--- src/rtl/i8bit_div_seq.sv ---
// Sequential 8-bit unsigned restoring divider: one quotient bit per clock,
// start/busy/done handshake, registered quotient and remainder.
module i8bit_div_seq (
    input  logic       clk,
    input  logic       rst_n,
    input  logic       start,
    input  logic [7:0] div_ip_A,
    input  logic [7:0] div_ip_B,
    output logic       busy,
    output logic       done,
    output logic [7:0] quot,
    output logic [7:0] rem,
    output logic       div_by_zero
);

    typedef enum logic [1:0] {
        ST_IDLE = 2'd0,
        ST_CALC = 2'd1,
        ST_DONE = 2'd2
    } state_t;

    state_t     r_state;
    logic [8:0] r_part;
    logic [7:0] r_q_sh;
    logic [7:0] r_div;
    logic [2:0] r_cnt;
    logic       r_busy;
    logic       r_done;
    logic [7:0] r_quot;
    logic [7:0] r_rem;
    logic       r_dbz;

    logic [8:0] w_trial;
    logic       w_fits;
    logic [8:0] w_part_next;
    logic [7:0] w_q_next;

    // One restoring step: shift the next dividend bit in, subtract if it fits.
    assign w_trial     = {r_part[7:0], r_q_sh[7]};
    assign w_fits      = (w_trial >= {1'b0, r_div});
    assign w_part_next = w_fits ? (w_trial - {1'b0, r_div}) : w_trial;
    assign w_q_next    = {r_q_sh[6:0], w_fits};

    // NOTE: all state uses non-blocking assignments so every register samples
    // the pre-edge values; blocking here would chain updates within one edge.
    always_ff @(posedge clk or negedge rst_n) begin
        if (!rst_n) begin
            r_state <= ST_IDLE;
            r_part  <= '0;
            r_q_sh  <= '0;
            r_div   <= '0;
            r_cnt   <= '0;
            r_busy  <= 1'b0;
            r_done  <= 1'b0;
            r_quot  <= '0;
            r_rem   <= '0;
            r_dbz   <= 1'b0;
        end else begin
            case (r_state)
                ST_IDLE: begin
                    r_done <= 1'b0;
                    if (start) begin
                        r_part <= '0;
                        r_q_sh <= div_ip_A;
                        r_div  <= div_ip_B;
                        r_cnt  <= '0;
                        r_busy <= 1'b1;
                        if (div_ip_B == 8'd0) begin
                            r_state <= ST_DONE;
                            r_done  <= 1'b1;
                            r_quot  <= 8'hFF;
                            r_rem   <= div_ip_A;
                            r_dbz   <= 1'b1;
                        end else begin
                            r_state <= ST_CALC;
                        end
                    end
                end

                ST_CALC: begin
                    r_part <= w_part_next;
                    r_q_sh <= w_q_next;
                    r_cnt  <= r_cnt + 3'd1;
                    // Results come straight from the final step so DONE needs no extra cycle.
                    if (r_cnt == 3'd7) begin
                        r_state <= ST_DONE;
                        r_done  <= 1'b1;
                        r_quot  <= w_q_next;
                        r_rem   <= w_part_next[7:0];
                        r_dbz   <= 1'b0;
                    end
                end

                ST_DONE: begin
                    r_state <= ST_IDLE;
                    r_busy  <= 1'b0;
                    r_done  <= 1'b0;
                end

                default: begin
                    r_state <= ST_IDLE;
                    r_busy  <= 1'b0;
                    r_done  <= 1'b0;
                end
            endcase
        end
    end

    assign busy        = r_busy;
    assign done        = r_done;
    assign quot        = r_quot;
    assign rem         = r_rem;
    assign div_by_zero = r_dbz;

endmodule

--- config.mk ---
export PLATFORM = sky130hd
export DESIGN_NAME = i8bit_div_seq
export DESIGN_NICKNAME = d
export VERILOG_FILES = /design/src/rtl/i8bit_div_seq.sv
export SDC_FILE = /design/constraint.sdc
export NUM_CORES = 1
export LEC_CHECK = 0
export BUFFER_PORTS_ARGS = -buffer_cell sky130_fd_sc_hd__buf_2
export CORE_MARGIN = 2
export CORE_UTILIZATION = 37
export CTS_CLUSTER_SIZE = 10
export DETAILED_ROUTE_END_ITERATION = 10
export PLACE_DENSITY_LB_ADDON = 0.15
export SYNTH_ARGS = -nofsm -noshare
export SYNTH_HDL_FRONTEND = slang
export SYNTH_SLANG_ARGS = --single-unit
export TNS_END_PERCENT = 50
--- constraint.sdc ---
create_clock -name clk -period 1.92 [get_ports clk]
set_input_delay 0.192 -clock clk [delete_from_list [all_inputs] [get_ports clk]]
set_output_delay 0.192 -clock clk [all_outputs]
set_load 0.005 [all_outputs]
==> results.cfg <==
[die]
coreArea_mm2 = 0.00635
die_y_um = 84.9
die_w_um = 84.9
die_area_mm2 = 0.00721
num_rows = 29
initial_core_util_pct = 38.2
io_pins = 38

[yosys]
syn-num-nets = 272
ys.flop_type = dfrtp_1
ys_top_cells_by_area = dfrtp_1 (50%), nand2_1 (5.3%), ha_1 (5.2%), mux2i_1 (4.1%), o21ai_0 (3.9%)
synth_area_leader_cell = dfrtp_1
synth.distinct_cells = 44
synth_edf_count = 0
syn_avg_cell_area_um2 = 10.0
seq_area_frac_synth_pct = 49.6
ys_seq_elements = 48
synth_commonest_cells = dfrtp_1 (48), nand2_1 (34), nor2_1 (23), o21ai_0 (19)
netlist_area_mm2 = 0.00242
yosysTopAreaCellShare_pct = 49.6
netlist_instances = 242
synth_most_common_cell = dfrtp_1
yosys_warnings = 0
synthArstFlopShare_pct = 100

[global_route]
grt_remaining_overflow = 0
grt_max_degree = 29
grt_pass1_vias = 2045
grt_pass1_wl_um = 9740
antenna_found_initial = 0
grt_usage_pct = 17.0

[place]
hpwl_um = 4390
place_area_mm2 = 0.00300
post-place-ws_ps = -298
portBuffers = 37
gp_congestion = 0.810
place_inst = 387

[setup_path]
start_kind = flop
arrival_ps = 2330
worst-setup-path-type = reg2reg
cp.required_ps = 2110
worstPathCellList = inv_2, ha_4, a21o_1, a211o_1, a41oi_2, a21boi_4, buf_12, buf_12, mux2i_4, nand2_1
cp.depth = 10
path_buf_inv = 3
crit_fanout = 8
cp_top_family = compound AO/OA/AOI/OAI gates
worst_path_most_repeated_cell = buf_12
critPathCaptureType = flop
critPathSlowestCell = dfrtp_1
reg2regPathDepth = 10
critPathMaxStageDelay_ps = 380

[timing]
setup_viol = 18
timing.final.crit_share_pct = 111
finClkSkew_ps = 12.8
hold_viol_final = 0
grt_setup_unrepaired = true
timing.final.crit_period_ps = 2130
tightestPinTransition_ps = 673
timing.final.ws_setup_ps = -212
fmax_mhz = 469
slew_headroom_pct = 55.2
drv_slew = 0

[hold_path]
hold_depth = 3
min_path_type = in2reg

[outcome]
violations = negative setup slack
status = finished with violations

[pwr]
powerDensity_mw_per_mm2 = 2040
total_power_mw = 6.60
cellInternalPower_mw = 4.04
combPwrFrac_pct = 61.8
p_clk_share_pct = 11.4
p_sw_share_pct = 38.9
ir_drop_mv = 0.880
p_sw_mw = 2.57
p_leak_nw = 1.57
pwr-share-seq_pct = 26.7

[routing]
wl_per_cell_um = 14.7
drt_iter0_markers = 116
drc = 0
ant_nets = 0
dr.pass1.iters = 4
vias_per_cell = 5.07
wirelength_um = 5890
vias = 2033

[layout]
design_area_mm2 = 0.00325
fin_util_pct = 51.1
finalNetCount = 353
layout.cells.non_filler = 401
area_growth_pct = 33.9
multi_input_area_mm2 = 0.00121
antennaDiodeCount = 0
regArea_mm2 = 0.00120
fill_cells = 624
drive_gt1_share_pct = 35.8

[clocking]
cts_tree = done
path_clk_slew_ps = 90
ctsRootBufferMaster = clkbuf_8
htree_num_levels = 2
cts.sinks = 48
clock_path_buffers = 2
cts_buffers = 5
insertion_delay_ps = 310

[job]
cap_violations = 0
per-stage QoR:
step                hold WS (ps)  setup TNS [ps]
floorplan                   -104            -586
global placement             266           -3160
detailed placement           273           -3920
CTS                         99.9           -3040
global route                 117           -4180
finish                       106           -2700
cell usage in the layout, fill, tap and decap left out, drive strengths merged, types with 2 or more instances in the layout:
master,instances
or3,2
nand3,6
o21ai,22
a31oi,5
nor2,24
o22a,7
nand2,34
inv,10
a22o,2
a211oi,2
dfrtp,48
a21o,5
nand2b,3
o211a,5
xor2,2
ha,10
and3,3
clkbuf,5
o22ai,3
nor4,2
buf,83
clkinv,3
a21oi,10
xnor2,2
mux2,4
mux2i,10
registers in the layout, summed over array words and instances (netlist names):
name         flops
r_state          2
done             1
div_by_zero      1
r_cnt            3
busy             1
r_div            8
r_q_sh           8
rem              8
r_part           8
quot             8
cell families (layout without fill, tap and decap cells):
logic type,count (synthesis),in the layout,share of synthesized area [%]
simple gates,77,77,13.7
mux,14,14,5.99
fa+ha+maj,11,11,5.99
compound gates,67,67,19.5
flops,48,48,49.6
buf+inv,21,103,3.82
xor+xnor,4,4,1.45
what timing repair did:
action	4_1_cts	5_1_grt
gates resized for setup	6	9
hold endpoints to repair	26	0
setup endpoints to repair	18	18
pin swaps	0	2
hold buffers	1	0
cloned	0	0
setup buffers	1	4
power groups by stage:
| stage | registers, mW | clock network [mW] | logic, mW |
|---|---|---|---|
| after CTS | 1.77 | 0.780 | 3.78 |
| after detailed placement | 1.79 | 0 | 3.57 |
| after global routing | 1.82 | 0.823 | 4.50 |
| final | 1.77 | 0.756 | 4.08 |
| after global placement | 1.78 | 0 | 3.53 |
| after floorplan | 1.75 | 0 | 2.22 |
per-layer routing:
| metal | track usage [%] | vias up | wire, µm |
|---|---|---|---|
| met1 | 23.7 | 973 | 2900 |
| met3 | 3.50 | 6 | 168 |
| met5 | 0 | - | 0 |
| met4 | 3.46 | 0 | 53 |
| met2 | 27.6 | 36 | 2770 |
| li1 | - | 1018 | - |
worst register-to-register path, cell delays in order (launching register included):
cell and delay (ps):
dfrtp_1 380, inv_2 80, ha_4 200, a21o_1 160
a211o_1 270, a41oi_2 150, a21boi_4 220, buf_12 150
buf_12 110, mux2i_4 220, nand2_1 70
path summary, 6_finish.rpt:
check / from / to / slack (ps)
max in group asynchronous: rst_n / r_div[3]$_DFFE_PN0P_ / 780
hold / removal: div_ip_B[5] / r_div[5]$_DFFE_PN0P_ / 110
setup reg to reg: r_div[6]$_DFFE_PN0P_ / r_part[0]$_DFFE_PN0P_ / -210
hold reg to reg: r_state[1]$_DFFE_PN0P_ / r_state[0]$_DFFE_PN0P_ / 480
min in group asynchronous: rst_n / quot[7]$_DFFE_PN0P_ / 440
setup / recovery: r_div[6]$_DFFE_PN0P_ / r_part[0]$_DFFE_PN0P_ / -210
area by class of cell:
cell class	count	area share, %
inverter	11	1.27
tap	77	2.97
multi-input combinational	173	37.4
timing repair buffer	84	17.8
clock inverter	3	1.46
sequential	48	37.0
clock buffer	5	2.12
No activity file was read; power rests on OpenSTA's default activity.
